File: config.mk
export PLATFORM = sky130hd
export DESIGN_NAME = if_stage_flat
export DESIGN_NICKNAME = d
export VERILOG_FILES = /design/src/rtl/if_stage_if.sv /design/src/rtl/if_stage.sv /design/src/flat_wrapper.sv
export SDC_FILE = /design/constraint.sdc
export NUM_CORES = 1
export LEC_CHECK = 0
export ABC_CLOCK_PERIOD_IN_PS = 1800
export CORE_MARGIN = 5
export CORE_UTILIZATION = 41
export CTS_CLUSTER_DIAMETER = 60
export DETAILED_ROUTE_END_ITERATION = 7
export GPL_TIMING_DRIVEN = 1
export PLACE_DENSITY_LB_ADDON = 0.15
export SLEW_MARGIN = 20
export SYNTH_ARGS = -nofsm -noshare
export SYNTH_HDL_FRONTEND = slang
export SYNTH_SLANG_ARGS = --single-unit
File: constraint.sdc
create_clock -name clk -period 1.8 [get_ports clk]
set_input_delay 0.36 -clock clk [delete_from_list [all_inputs] [get_ports clk]]
set_output_delay 0.36 -clock clk [all_outputs]
set_load 0.005 [all_outputs]
File: src/rtl/if_stage_if.sv
// if_stage_if: bundles the fetch-stage signals between the IF stage and its
// surroundings (hazard unit, EX redirect, instruction memory, ID stage).
//   stall, redirect_valid, redirect_pc : control into the stage
//   inst_addr / inst                   : async-read instruction memory port
//   if_id_*                            : IF/ID pipeline register contents
// Modports: master = the IF stage itself, slave = everything around it.
interface if_stage_if;
  logic        stall;
  logic        redirect_valid;
  logic [31:0] redirect_pc;
  logic [31:0] inst_addr;
  logic [31:0] inst;
  logic        if_id_valid;
  logic [31:0] if_id_inst;
  logic [31:0] if_id_pc;
  logic [31:0] if_id_pc_plus4;
  logic        if_id_fault;

  modport master (
    input  stall, redirect_valid, redirect_pc, inst,
    output inst_addr, if_id_valid, if_id_inst, if_id_pc, if_id_pc_plus4, if_id_fault
  );

  modport slave (
    output stall, redirect_valid, redirect_pc, inst,
    input  inst_addr, if_id_valid, if_id_inst, if_id_pc, if_id_pc_plus4, if_id_fault
  );
endinterface

File: src/rtl/if_stage.sv
// if_stage: RV32I instruction-fetch stage. Owns the PC, presents it to an
// asynchronous-read instruction memory and registers the returned word into
// IF/ID. Redirect (taken branch/jump from EX) beats stall beats advance.
// One BOOT cycle after reset release performs no capture.
// Ports:
//   clk, rst_n       : clock (rising edge), async active-low reset
//   bus (master)     : stall/redirect in, inst_addr/inst memory port, if_id_* out
//   perf_fetch_cnt   : advance count   (only with IF_PERF_CNT_EN defined)
//   perf_stall_cnt   : stall-edge count (only with IF_PERF_CNT_EN defined)
// Optional feature macro: IF_PERF_CNT_EN.
module if_stage #(
  parameter logic [31:0] RESET_PC   = 32'h0000_0000,
  parameter int          IMEM_WORDS = 256,
  parameter logic [31:0] NOP_INST   = 32'h0000_0013
) (
  input  logic        clk,
  input  logic        rst_n,
`ifdef IF_PERF_CNT_EN
  output logic [31:0] perf_fetch_cnt,
  output logic [31:0] perf_stall_cnt,
`endif
  if_stage_if.master  bus
);

  typedef enum logic {BOOT, RUN} state_t;

  typedef struct packed {
    logic        valid;
    logic [31:0] inst;
    logic [31:0] pc;
    logic [31:0] pc4;
    logic        fault;
  } ifid_t;

  localparam logic [31:0] IMEM_LIMIT = 32'(IMEM_WORDS);
  localparam ifid_t IFID_RST = '{valid: 1'b0, inst: NOP_INST, pc: 32'd0,
                                 pc4: 32'd0, fault: 1'b0};

  state_t      state_q, state_d;
  logic [31:0] pc_q, pc_d;
  ifid_t       ifid_q, ifid_d;
  logic [31:0] pc_plus4;
  logic        in_range;

  assign pc_plus4 = pc_q + 32'd4;  // natural 2^32 wrap
  assign in_range = {2'b00, pc_q[31:2]} < IMEM_LIMIT;

  always_ff @(posedge clk or negedge rst_n) begin
    if (!rst_n) begin
      state_q <= BOOT;
      pc_q    <= RESET_PC;
      ifid_q  <= IFID_RST;
    end else begin
      state_q <= state_d;
      pc_q    <= pc_d;
      ifid_q  <= ifid_d;
    end
  end

  always_comb begin
    state_d = state_q;
    pc_d    = pc_q;
    ifid_d  = ifid_q;
    unique case (state_q)
      BOOT: state_d = RUN;  // inputs ignored, nothing captured
      RUN: begin
        if (bus.redirect_valid) begin
          // Flush: the word at inst_addr belongs to the wrong path.
          // if_id_pc/pc4 are left alone; valid=0 marks them meaningless.
          pc_d         = {bus.redirect_pc[31:2], 2'b00};
          ifid_d.valid = 1'b0;
          ifid_d.inst  = NOP_INST;
          ifid_d.fault = 1'b0;
        end else if (!bus.stall) begin
          pc_d         = pc_plus4;
          ifid_d.valid = 1'b1;
          ifid_d.pc    = pc_q;
          ifid_d.pc4   = pc_plus4;
          ifid_d.inst  = in_range ? bus.inst : NOP_INST;
          ifid_d.fault = !in_range;
        end
      end
      default: state_d = BOOT;
    endcase
  end

  assign bus.inst_addr      = pc_q;
  assign bus.if_id_valid    = ifid_q.valid;
  assign bus.if_id_inst     = ifid_q.inst;
  assign bus.if_id_pc       = ifid_q.pc;
  assign bus.if_id_pc_plus4 = ifid_q.pc4;
  assign bus.if_id_fault    = ifid_q.fault;

`ifdef IF_PERF_CNT_EN
  logic run_adv, run_stall;
  assign run_adv   = (state_q == RUN) && !bus.redirect_valid && !bus.stall;
  assign run_stall = (state_q == RUN) && !bus.redirect_valid &&  bus.stall;

  always_ff @(posedge clk or negedge rst_n) begin
    if (!rst_n) begin
      perf_fetch_cnt <= 32'd0;
      perf_stall_cnt <= 32'd0;
    end else begin
      if (run_adv)   perf_fetch_cnt <= perf_fetch_cnt + 32'd1;
      if (run_stall) perf_stall_cnt <= perf_stall_cnt + 32'd1;
    end
  end
`endif

endmodule

File: src/flat_wrapper.sv
// flat-port wrapper written by rule: the top's interface ports become plain ports
module if_stage_flat 
#(
  parameter logic [31:0] RESET_PC   = 32'h0000_0000,
  parameter int          IMEM_WORDS = 256,
  parameter logic [31:0] NOP_INST   = 32'h0000_0013
)
  (clk, rst_n, bus_stall, bus_redirect_valid, bus_redirect_pc, bus_inst, bus_inst_addr, bus_if_id_valid, bus_if_id_inst, bus_if_id_pc, bus_if_id_pc_plus4, bus_if_id_fault);
  if_stage_if bus_i ();
  input  logic clk;
  input  logic rst_n;
  input wire logic [$bits(bus_i.stall)-1:0] bus_stall;
  input wire logic [$bits(bus_i.redirect_valid)-1:0] bus_redirect_valid;
  input wire logic [$bits(bus_i.redirect_pc)-1:0] bus_redirect_pc;
  input wire logic [$bits(bus_i.inst)-1:0] bus_inst;
  output wire logic [$bits(bus_i.inst_addr)-1:0] bus_inst_addr;
  output wire logic [$bits(bus_i.if_id_valid)-1:0] bus_if_id_valid;
  output wire logic [$bits(bus_i.if_id_inst)-1:0] bus_if_id_inst;
  output wire logic [$bits(bus_i.if_id_pc)-1:0] bus_if_id_pc;
  output wire logic [$bits(bus_i.if_id_pc_plus4)-1:0] bus_if_id_pc_plus4;
  output wire logic [$bits(bus_i.if_id_fault)-1:0] bus_if_id_fault;
  assign bus_i.stall = bus_stall;
  assign bus_i.redirect_valid = bus_redirect_valid;
  assign bus_i.redirect_pc = bus_redirect_pc;
  assign bus_i.inst = bus_inst;
  assign bus_inst_addr = bus_i.inst_addr;
  assign bus_if_id_valid = bus_i.if_id_valid;
  assign bus_if_id_inst = bus_i.if_id_inst;
  assign bus_if_id_pc = bus_i.if_id_pc;
  assign bus_if_id_pc_plus4 = bus_i.if_id_pc_plus4;
  assign bus_if_id_fault = bus_i.if_id_fault;
  if_stage #(.RESET_PC(RESET_PC), .IMEM_WORDS(IMEM_WORDS), .NOP_INST(NOP_INST)) u_core (.clk(clk), .rst_n(rst_n), .bus(bus_i));
endmodule
# Yosys cells after proc, flatten, opt, wreduce, memory -nomap -nowiden
# Cells that the tools add are included.
[op_classes]
n_addsub = 1
reduce_logical = 3
magnitude_cmp = 1
n_mux = 6
n_bitwise = 2
n_eq_ne = 1
[ops]
columns = ["operator", "count"]
rows = [
  ["$mux W98", 1],
  ["$mux W32", 3],
  ["$mux W33", 1],
  ["$add A32 B3 Y32 const B", 1],
  ["$lt A30 B9 Y1 const B", 1],
  ["$reduce_and A3 Y1", 1],
  ["$ne A2 B1 Y1 const B", 1],
  ["$not A1 Y1", 2],
  ["$reduce_and A2 Y1", 1],
  ["$logic_not A1 Y1", 1],
  ["$mux W1", 1],
]
[totals]
ff_bits = 131
output_inout_bits = 130

# Longest topological paths before layout
[depth]
ltp_word = 4
ltp_mapped = 8
mapped_depth_nobuf = 6

# Least setup slack after synthesis
# Ideal clock, no wire load.
[synth_path]
path_kind = "reg-to-reg"
start = "register u_core.pc_q[2], in the netlist u_core.bus.inst_addr[2]"
end = "register u_core.ifid_q (netlist bit u_core.bus.if_id_pc_plus4[28])"
stages_incl_launch_ff = 7
arrival_ns = 1.787
n_path_buf = 0
required_time_ns = 1.731
path_slack_ns = -0.056
path_cell_list = "dfrtp_1 -> ha_1 -> nand2_1 -> nor4_4 -> nand4_1 -> or3_1 -> nand3_1"
[synth_via]
elab_chain_len = 1
[synth_lines]
columns = ["item", "line_no", "source"]
rows = [
  ["from (decl)", "if_stage.sv:40", "logic [31:0] pc_q, pc_d;"],
  ["from (signal assigned)", "if_stage.sv:55", "pc_q <= pc_d;"],
  ["$add A32 B3 Y32", "if_stage.sv:45", "assign pc_plus4 = pc_q + 32'd4;"],
  ["to (signal assigned)", "if_stage.sv:56", "ifid_q <= ifid_d;"],
  ["to (decl)", "if_stage.sv:41", "ifid_t ifid_q, ifid_d;"],
]
# Every way passes these cells.
# A chain may end at the register's enable or synchronous reset.

# Final worst setup path
[layout_path]
start = "register u_core.pc_q[13], in the netlist u_core.bus.inst_addr[13]"
end = "register u_core.ifid_q (netlist bit u_core.bus.if_id_inst[23])"
[layout_via]
elab_chain_len = 4
[layout_lines]
columns = ["item", "line_no", "source"]
rows = [
  ["$lt A30 B9 Y1", "if_stage.sv:46", "assign in_range = {2'b00, pc_q[31:2]} < IMEM_LIMIT;"],
  ["$mux W32", "if_stage.sv:79", "ifid_d.inst = in_range ? bus.inst : NOP_INST;"],
  ["$mux W98", "if_stage.sv:74", "end else if (!bus.stall) begin"],
  ["$mux W33", "if_stage.sv:67", "if (bus.redirect_valid) begin"],
]
# Every way passes these cells. The select of a mux whose other input is x is not followed.

==> results_dict.tcl <==
set metrics [dict create \
    powerDensity_nw_per_um2 938 \
    ant_nets 0 \
    dp_hpwl_mm 13.7 \
    portBuffers 189 \
    htree_levels 4 \
    stdcell_count 1115 \
    cts_tree "yes" \
    maxSlewViolCount 0 \
    grt.total_usage_pct 24.4 \
    synth.distinct_cells 52 \
    crit_path_max_fanout 16 \
    cts-root-buf "clkbuf_16" \
    start_kind "flop" \
    setup_viol 39 \
    cp.arrival_ps 2320 \
    cp_data_required_time_ps 2160 \
    core_area_um2 13900 \
    synth_xor_xnor_area_share_pct 3.62 \
    worst_skew_pair.late_latency_ps 430 \
    layout-drive-gt1-share_pct 26.6 \
    antenna_found_initial 0 \
    fin_crit_sh_pct 109 \
    initial_core_util_pct 41.8 \
    worstSetupEndpointType "flop" \
    wirelength_mm 20.5 \
    cts_num_sinks 125 \
    hold_path_end "u_core.bus.if_id_inst[4]$_DFFE_PN1P_" \
    peakVddDrop_mv 0.626 \
    min_delay_path_depth 3 \
    syn_area_per_cell_um2 9.51 \
    fin_setup_tns_ps -4550 \
    die_y_um 129 \
    ys_seq_area_share_pct 54.0 \
    final_cell_area_um2 10000 \
    rr_worst_depth 8 \
    overflow 0 \
    synth-main-ff-cell "dfrtp_1" \
    skew_ps 8.57 \
    r2r-start "u_core.bus.inst_addr[13]$_DFFE_PN0P_" \
    synthArstFlopShare_pct 100 \
    worst_pin_slew_ps 529 \
    synthMuxAreaShare_pct 0.173 \
    grt_pass1_wl_mm 31.8 \
    netlist_instances 610 \
    min-delay-start "bus_inst[4]" \
    area_growth_pct 72.9 \
    rows 43 \
    status "complete, but fails checks" \
    place.gp.congestion 0.890 \
    p_leak_nw 4.58 \
    reg2reg_slack_ps -160 \
    hold_viol_final 0 \
    io-pin-count 198 \
    crit_start "u_core.bus.inst_addr[13]$_DFFE_PN0P_" \
    setup_ws_ps -161 \
    fin_crit_ps 1960 \
    synth_compound_area_share_pct 15.4 \
    grt_pass1_vias 6048 \
    die_area_um2 16600 \
    drtIter0Drc 417 \
    vias 5887 \
    antenna_cells 0 \
    viasPerCell 5.28 \
    synth-edff-count 0 \
    cap_violations 0 \
    synth_simple_gate_area_share_pct 21.4 \
    yosysWarningCount 0 \
    synth_top_family_by_area "simple AND/OR/NAND/NOR gates" \
    final_net_count 993 \
    violations "setup timing" \
    die_w_um 129 \
    dpl_cell_area_um2 8510 \
    synth-seq-cells 125 \
    synthAdderAreaFrac_pct 0.216 \
    max_freq_ghz 0.510 \
    wl_per_cell_um 18.4 \
    post-route-drc-count 0 \
    dp.cells 1026 \
    dr.pass1.iters 5 \
    rsz0062_at_grt "yes" \
    hp-class "input pin to flop" \
    syn_area_um2 5800 \
    cts.path.max_buffers 2 \
    relSlewSlack_pct 64.7 \
    numCtsBuffers 17 \
    r2r_end "u_core.bus.if_id_inst[23]$_DFFE_PN0P_" \
    grt_start_max_net_pins 52 \
    clk_pin_slew_ps 50 \
    criticalPathCategory "flop to flop" \
]
cells in the final DEF, fill, tap and decap left out, types with 5 or more instances in the layout:
| cell | Yosys | final |
|---|---|---|
| xnor2_1 | 8 | 7 |
| dfrtp_1 | 122 | 120 |
| nand4_1 | 10 | 10 |
| dlygate4sd2_1 | 0 | 20 |
| nand2_1 | 144 | 137 |
| o21ai_0 | 52 | 36 |
| nor4_4 | 3 | 6 |
| nor2_1 | 21 | 21 |
| buf_12 | 0 | 8 |
| xor2_1 | 16 | 14 |
| nand3_1 | 36 | 24 |
| o211ai_1 | 7 | 7 |
| a22o_1 | 29 | 29 |
| clkbuf_16 | 0 | 18 |
| clkdlybuf4s50_1 | 0 | 162 |
| dlymetal6s2s_1 | 0 | 6 |
| and3_1 | 10 | 9 |
| buf_4 | 7 | 107 |
| conb_1 | 2 | 7 |
| nand3_4 | 0 | 6 |
| buf_6 | 3 | 37 |
| inv_1 | 8 | 8 |
| a21oi_1 | 21 | 15 |
| o21ai_1 | 0 | 14 |
| clkinv_2 | 0 | 5 |
| nand3_2 | 1 | 7 |
| a21oi_2 | 0 | 5 |
| o22ai_1 | 7 | 6 |
Yosys cell counts, drive strengths merged (3+ instances only):
cell | instances | share of area (%)
nand4 | 12 | 1.8
nor3 | 9 | 0.86
nand3 | 37 | 3.3
and3 | 10 | 1.1
a22oi | 4 | 0.52
nor4 | 12 | 2.2
xnor2 | 8 | 1.2
xor2 | 16 | 2.4
or3 | 5 | 0.54
buf | 20 | 2.3
dfstp | 3 | 1.4
o21ai | 52 | 4.5
dfrtp | 122 | 53
a22o | 29 | 4.4
o22ai | 7 | 0.76
and2 | 3 | 0.32
a21oi | 21 | 1.8
nand2 | 144 | 9.3
o211ai | 7 | 0.91
clkbuf | 33 | 2.1
nor2 | 22 | 1.5
inv | 8 | 0.52
report_power, final:
group	switching [mW]	leakage [nW]	total, mW	internal [mW]
clock network	1.22	0.275	3.30	2.08
logic	1.14	2.73	2.64	1.50
registers	0.273	1.58	3.48	3.20
total	2.63	4.58	9.41	6.78
sequential cells by signal, summed over array words and instances, names as in the netlist:
name and cells:
u_core.bus.if_id_fault 1, u_core.bus.if_id_inst 32, u_core.bus.if_id_pc 30, u_core.bus.if_id_pc_plus4 30, u_core.bus.if_id_valid 1, u_core.bus.inst_addr 30, u_core.state_q 1
worst max-delay path: stages, from the launching register on:
cell     delay, ps
dfrtp_1        440
buf_4          170
nor4_2         210
nand4_1        230
nor4_4         200
buf_4          150
and2_4         180
buf_12         150
a22o_1         140
final cells by class:
| class | instances | area, um^2 |
|---|---|---|
| fillers | 1045 | 3850 |
| repair buffers | 343 | 3310 |
| flip-flops and latches | 125 | 3130 |
| multi-input cells | 428 | 2770 |
| clock buffers | 22 | 464 |
| well taps | 180 | 225 |
| clock inverters | 8 | 92.6 |
| inverters | 9 | 33.8 |
routing by layer:
layer	GRT usage [%]	vias to the layer above	part of all wire [%]	wire length, um
li1	-	2746	-	-
met1	31.0	2874	40	8230
met2	39.5	238	50	10200
met3	6.81	29	8.1	1650
met4	9.76	0	2.1	421
met5	0	-	0	0
worst max-delay path by stage:
stage	cells past startpoint	slack, ps	end
2_1_floorplan	6	3	u_core.bus.if_id_pc_plus4[23]$_DFFE_PN0P_
4_1_cts	6	-120	u_core.bus.if_id_inst[23]$_DFFE_PN0P_
5_1_grt	6	-230	u_core.bus.if_id_inst[27]$_DFFE_PN0P_
6_report	8	-160	u_core.bus.if_id_inst[23]$_DFFE_PN0P_
3_5_place_dp	7	-250	u_core.bus.if_id_inst[23]$_DFFE_PN0P_
3_3_place_gp	7	-280	u_core.bus.if_id_inst[7]$_DFFE_PN0P_
stage by stage:
stage / worst slack [ps] / power [mW] / hold WS [ps] / util (%)
global route: -227 / 9.87 / 444 / 72.3
detailed placement: -248 / 5.75 / 356 / 61.3
floorplan: 2.88 / 4.25 / 64.4 / -
finish: -161 / 9.41 / 439 / 72.3
global placement: -284 / 5.70 / 349 / 61.3
CTS: -118 / 9.29 / 433 / 68.6
kinds of logic after synthesis:
logic type               after synthesis
AO/OA/AOI/OAI                        137
flip-flops                           125
other                                  2
multiplexers                           1
buffers and inverters                 62
XOR/XNOR                              24
adder cells (fa/ha/maj)                1
AND/OR/NAND/NOR                      258
timing repair:
item	4_1_cts	5_1_grt
pin swaps	15	33
endpoints found under the setup margin	81	75
hold buffers	1	0
setup buffers	40	17
gates cloned	1	1
endpoints found under the hold margin	45	0
resized for setup	58	85
No activity file was read; power rests on OpenSTA's default activity.
==> patch 1, RTL diff (same settings) <==
Put a register stage on the output `bus.if_id_fault`, without a reset. The value now appears one clock later.
--- a/src/rtl/if_stage.sv
+++ b/src/rtl/if_stage.sv
@@ -89,7 +89,9 @@
   assign bus.if_id_inst     = ifid_q.inst;
   assign bus.if_id_pc       = ifid_q.pc;
   assign bus.if_id_pc_plus4 = ifid_q.pc4;
-  assign bus.if_id_fault    = ifid_q.fault;
+  always_ff @(posedge clk) begin
+    bus.if_id_fault <= ifid_q.fault;
+  end
 
 `ifdef IF_PERF_CNT_EN
   logic run_adv, run_stall;
Check against the original RTL: not equivalent (Yosys sat finds a counterexample within 4 cycles, from zero or initial values and one cycle with rst_n low).
==> patch 1 against the original RTL <==
The flow still finishes with violations (setup timing). Critical path type unchanged. Critical path depth did not move. Sequential cell count rose by 1. Synthesized area is 12% higher. Routed wire length decreased by 3.6%. Global-route usage shrank 3.0 points. Cell area is 0.56% higher. Total power up 4.5%. Largest power group is now the clock network. Highest routed layer unchanged. Setup slack improved by 0.033 ns. Combinational power decreased by 3%. First-iteration DRC count down 3.1%. Cell count rose by 3.4%.
==> patch 1: results (changes against the original RTL) <==
[clock_network]
ctsResizeCount = 61  ; +5.2%
root_buffer = clkbuf_16
clkSinkCount = 126  ; +0.80%
post-cts-setup-buffer-count = 39  ; -2.5%

[grt]
first_global_vias = 5929  ; -2.0%
grtUsageTotal_pct = 21.4  ; -3.0 points
grt_pass1_wl_um = 31200  ; -1.9%
grt_max_degree = 54  ; +3.8%

[timing]
setup_tns_ns = -3.05  ; +1.50 ns
skew_ns = 0.00687  ; -0.00170 ns
finalSetupViolCount = 48  ; +23%
whs_ns = 0.385  ; -0.0539 ns
worst_slew_pin_slew_ns = 0.540  ; +0.0102 ns
postLayoutSetupSlackWorst_ns = -0.127  ; +0.0334 ns

[cells_and_area]
drive_gt1_share_pct = 26.3  ; -0.38 points
multi_input_area_mm2 = 0.00271  ; -2.2%
nets = 994  ; +0.10%
finalInstanceArea_mm2 = 0.0101  ; +0.56%
n_fill_cell = 1277  ; +22%
clk_share_pct = 6.41  ; +0.86 points
seq_area_mm2 = 0.00316  ; +0.68%
buf_share_pct = 32.5  ; -0.58 points
num-clock-buffers = 21  ; -4.5%

[setup_path]
worst-path-max-fanout = 4  ; -12
cp-startpoint = u_core.bus.inst_addr[14]$_DFFE_PN0P_
crit_end = u_core.bus.if_id_pc_plus4[28]$_DFFE_PN0P_

[drt]
drt_iter0_markers = 404  ; -3.1%
wl_um = 19800  ; -3.6%
num_vias = 5810  ; -1.3%
wire_per_inst_um = 17.1  ; -6.8%

[placement]
pre_cts_ws_ns = -0.216  ; +0.0320 ns
routabilityCongestion = 0.868  ; -2.5%
dp.cells = 1061  ; +3.4%
place_hpwl_um = 13300  ; -3.0%

[hold_path]
hold_class = reg -> reg
hold_end = u_core.bus.if_id_fault$_DFF_P_

[synth]
synth-async-reset-ratio_pct = 99.2  ; -0.79 points
yosysSeqAreaShare_pct = 48.4  ; -5.6 points
yosysUniqueCellTypes = 53  ; +1.9%
yosys-top-cells-area = dfrtp_1 (47%), buf_4 (11%), nand2_1 (8.3%)
synthTopCellsByCount = nand2_1 (144), dfrtp_1 (122), buf_4 (99), o21ai_0 (52), nand3_1 (36)

[pwr]
leakagePower_nw = 4.58  ; about the same
p_clk_mw = 3.78  ; +15%
switchingPower_mw = 2.61  ; -0.46%
combinationalPowerShare_pct = 26.1  ; -1.9 points
ir_drop_mv = 0.660  ; +5.5%

[run_status]
status = complete, but fails checks
violations = setup timing

[floorplanning]
die_area_mm2 = 0.0185  ; +11%

==> patch 1: worst max-delay path: stages, from the launching register on <==
cell and delay [ns]:
dfrtp_1 0.40, buf_6 0.13, nand4_4 0.14, buf_6 0.16
nor4_4 0.26, buf_4 0.17, nand4_1 0.14, or3_4 0.39
nand3_2 0.08
==> patch 1: kinds of logic after synthesis <==
kind of cell	Yosys count	synth area share, %
and+or+nand+nor	258	19.0
buffers and inverters	154	15.1
AOI/OAI and AO/OA	137	13.8
DFF	126	48.4
xor gates and xnor gates	24	3.23
other	2	0.115
adders and majority gates	1	0.192
muxes	1	0.154
==> patch 1: metal layers <==
metal / GRT usage (%) / vias to the layer above / wire (um)
li1: - / 2767 / -
met1: 27.3 / 2762 / 8230
met2: 34.3 / 245 / 9440
met3: 6.92 / 36 / 1650
met4: 7.45 / 0 / 441
met5: 0 / - / 0
==> patch 2, RTL diff (same settings) <==
Without the edit above. `NOP_INST` is set to 32'h0000_0013 in 2 places; all go to 32'h00000009.
--- a/src/rtl/if_stage.sv
+++ b/src/rtl/if_stage.sv
@@ -11,7 +11,7 @@
 module if_stage #(
   parameter logic [31:0] RESET_PC   = 32'h0000_0000,
   parameter int          IMEM_WORDS = 256,
-  parameter logic [31:0] NOP_INST   = 32'h0000_0013
+  parameter logic [31:0] NOP_INST   = 32'h00000009
 ) (
   input  logic        clk,
   input  logic        rst_n,
--- a/src/flat_wrapper.sv
+++ b/src/flat_wrapper.sv
@@ -3,7 +3,7 @@
 #(
   parameter logic [31:0] RESET_PC   = 32'h0000_0000,
   parameter int          IMEM_WORDS = 256,
-  parameter logic [31:0] NOP_INST   = 32'h0000_0013
+  parameter logic [31:0] NOP_INST   = 32'h00000009
 )
   (clk, rst_n, bus_stall, bus_redirect_valid, bus_redirect_pc, bus_inst, bus_inst_addr, bus_if_id_valid, bus_if_id_inst, bus_if_id_pc, bus_if_id_pc_plus4, bus_if_id_fault);
   if_stage_if bus_i ();
Behaviour: not the same (a bounded check fails within 4 cycles, from zero or initial values and one cycle with rst_n low).
==> patch 2 against the original RTL <==
The flow still finishes with violations (setup timing). Total power up 3.0%. Hold slack worse by 0.012 ns. Synthesized cell count fell by 0.33%. Die area about the same. Setup slack better by 0.021 ns. Critical path depth down 2. Clock power up 7.0%. Routed wire length fell by 1.3%. Count of clock-buffer cells in the layout fell by 3. Sequential cell count did not move. Fmax increased by 1.1%. Synthesized area about the same. Utilization is 0.97 points higher. Cell area up 1.3%.
==> patch 2: results (changes against the original RTL) <==
[placement]
routabilityCongestion = 0.863  ; -3.1%
dp.cells = 1031  ; +0.49%
place_hpwl_um = 13700  ; +0.15%

[run_status]
status = complete, but fails checks
violations = setup timing

[synth]
yosysUniqueCellTypes = 51  ; -1.9%
yosysSeqAreaShare_pct = 54.0  ; about the same
synthCells = 608  ; -0.33%
synthTopCellsByCount = nand2_1 (144), dfrtp_1 (123), o21ai_0 (52), nand3_1 (36), clkbuf_1 (34)
yosys-top-cells-area = dfrtp_1 (53%), nand2_1 (9.3%), a22o_1 (4.5%)

[clock_network]
worst_skew_pair.late_latency_ns = 0.41  ; -0.02 ns
ctsHtreeMaxLevel = 4  ; unchanged

[pwr]
ir_drop_mv = 0.573  ; -8.5%
pg_comb_mw = 2.71  ; +3%
p_int_mw = 7.01  ; +3.3%
design_power_total_mw = 9.70  ; +3.0%
leakagePower_nw = 4.66  ; +1.7%
p_seq_share_pct = 35.7  ; -1.2 points

[grt]
grt_pass1_wl_um = 30700  ; -3.4%
first_global_vias = 6067  ; +0.31%
grt_max_degree = 44  ; -15%
grtUsageTotal_pct = 23.4  ; -1.0 points

[drt]
firstDrtPassIters = 4  ; -1
drt_iter0_markers = 371  ; -11%
num_vias = 5947  ; +1.0%
wire_per_inst_um = 18.0  ; -2.0%
wl_um = 20200  ; -1.3%

[timing]
skew_ns = 0.00711  ; -0.00146 ns
finalSetupViolCount = 44  ; +13%
postLayoutSetupSlackWorst_ns = -0.140  ; +0.0213 ns

[cells_and_area]
drive_gt1_share_pct = 27.8  ; +1.2 points
n_fill_cell = 1014  ; -3.0%

[setup_path]
critPathArrivalTime_ns = 2.29  ; -0.03 ns

[hold_path]
hold_class = in -> async

patch 2: cell types whose count changed in the layout (fill, tap and decap cells not counted), sizes merged, moves of 3 or more:
cell,unedited run,this run
clkdlybuf4s50,162,166
dlymetal6s2s,6,10
clkinvlp,1,6
dlygate4sd2,20,11
buf,153,161
clkbuf,23,20
patch 2: logic make-up after synthesis:
kind of cell	synth area share [%]
xor+xnor	3.63
fa+ha+maj	0.216
simple gates	21.3
mux	0.173
compound gates	15.5
flops	54.0
buf+inv	4.99
other cells	0.130
patch 2: per-layer routing:
layer | part of all wire, % | track usage, % | vias up
met5 | 0 | 0 | -
met4 | 1.8 | 6.98 | 0
met1 | 40 | 29.2 | 2906
met3 | 7.8 | 8.01 | 34
met2 | 50 | 38.5 | 243
li1 | - | - | 2764
patch 2: metrics by stage:
stage / hold slack, ns / worst slack (ns) / setup TNS [ns] / instance area [um2]
6_report: 0.427 / -0.140 / -4.13 / 10200
5_1_grt: 0.453 / -0.232 / -8.96 / 10200
4_1_cts: 0.438 / -0.112 / -3.29 / 9510
3_5_place_dp: 0.308 / -0.233 / -11.41 / 8540
3_3_place_gp: 0.304 / -0.200 / -10.52 / 8540
2_1_floorplan: 0.0644 / 0.00288 / 0 / 5820
patch 2: path summary, 6_finish.rpt:
check                                                          start                               endpoint  slack (ns)  cells after the start
worst max-delay path            u_core.bus.inst_addr[12]$_DFFE_PN0P_  u_core.bus.if_id_inst[14]$_DFFE_PN0P_       -0.14                      6
worst min-delay path                                           rst_n    u_core.bus.if_id_pc[19]$_DFFE_PN0P_        0.43                      2
worst max register to register  u_core.bus.inst_addr[12]$_DFFE_PN0P_  u_core.bus.if_id_inst[14]$_DFFE_PN0P_       -0.14                      6
worst min register to register   u_core.bus.if_id_pc[15]$_DFFE_PN0P_    u_core.bus.if_id_pc[15]$_DFFE_PN0P_        0.47                      2
max in group asynchronous                                      rst_n  u_core.bus.if_id_inst[11]$_DFFE_PN0P_        0.73                      3
min in group clk                                         bus_inst[3]   u_core.bus.if_id_inst[3]$_DFFE_PN1P_        0.45                      3
patch 2: what timing repair did:
item | CTS | global route
endpoints found under the setup margin | 72 | 82
gates cloned | 1 | 1
hold endpoints to repair | 38 | 0
hold buffers | 1 | 0
setup buffers | 32 | 28
pin swaps | 10 | 40
resized for setup | 45 | 90
patch 2: worst max-delay path: stages, from the launching register on:
cell     delay, ns
dfrtp_1       0.41
or4_4         0.59
nor4_4        0.25
buf_4         0.15
and2_4        0.18
buf_12        0.15
a22o_1        0.14
patch 2: area by class of cell:
class,instances,area (um2),area share (%)
clock buffer,19,453,4.46
clock inverter,13,166,1.64
inverter,8,30.0,0.295
multi-input combinational,427,2770,27.2
sequential,125,3140,30.8
tap,180,225,2.22
timing repair buffer,351,3390,33.3
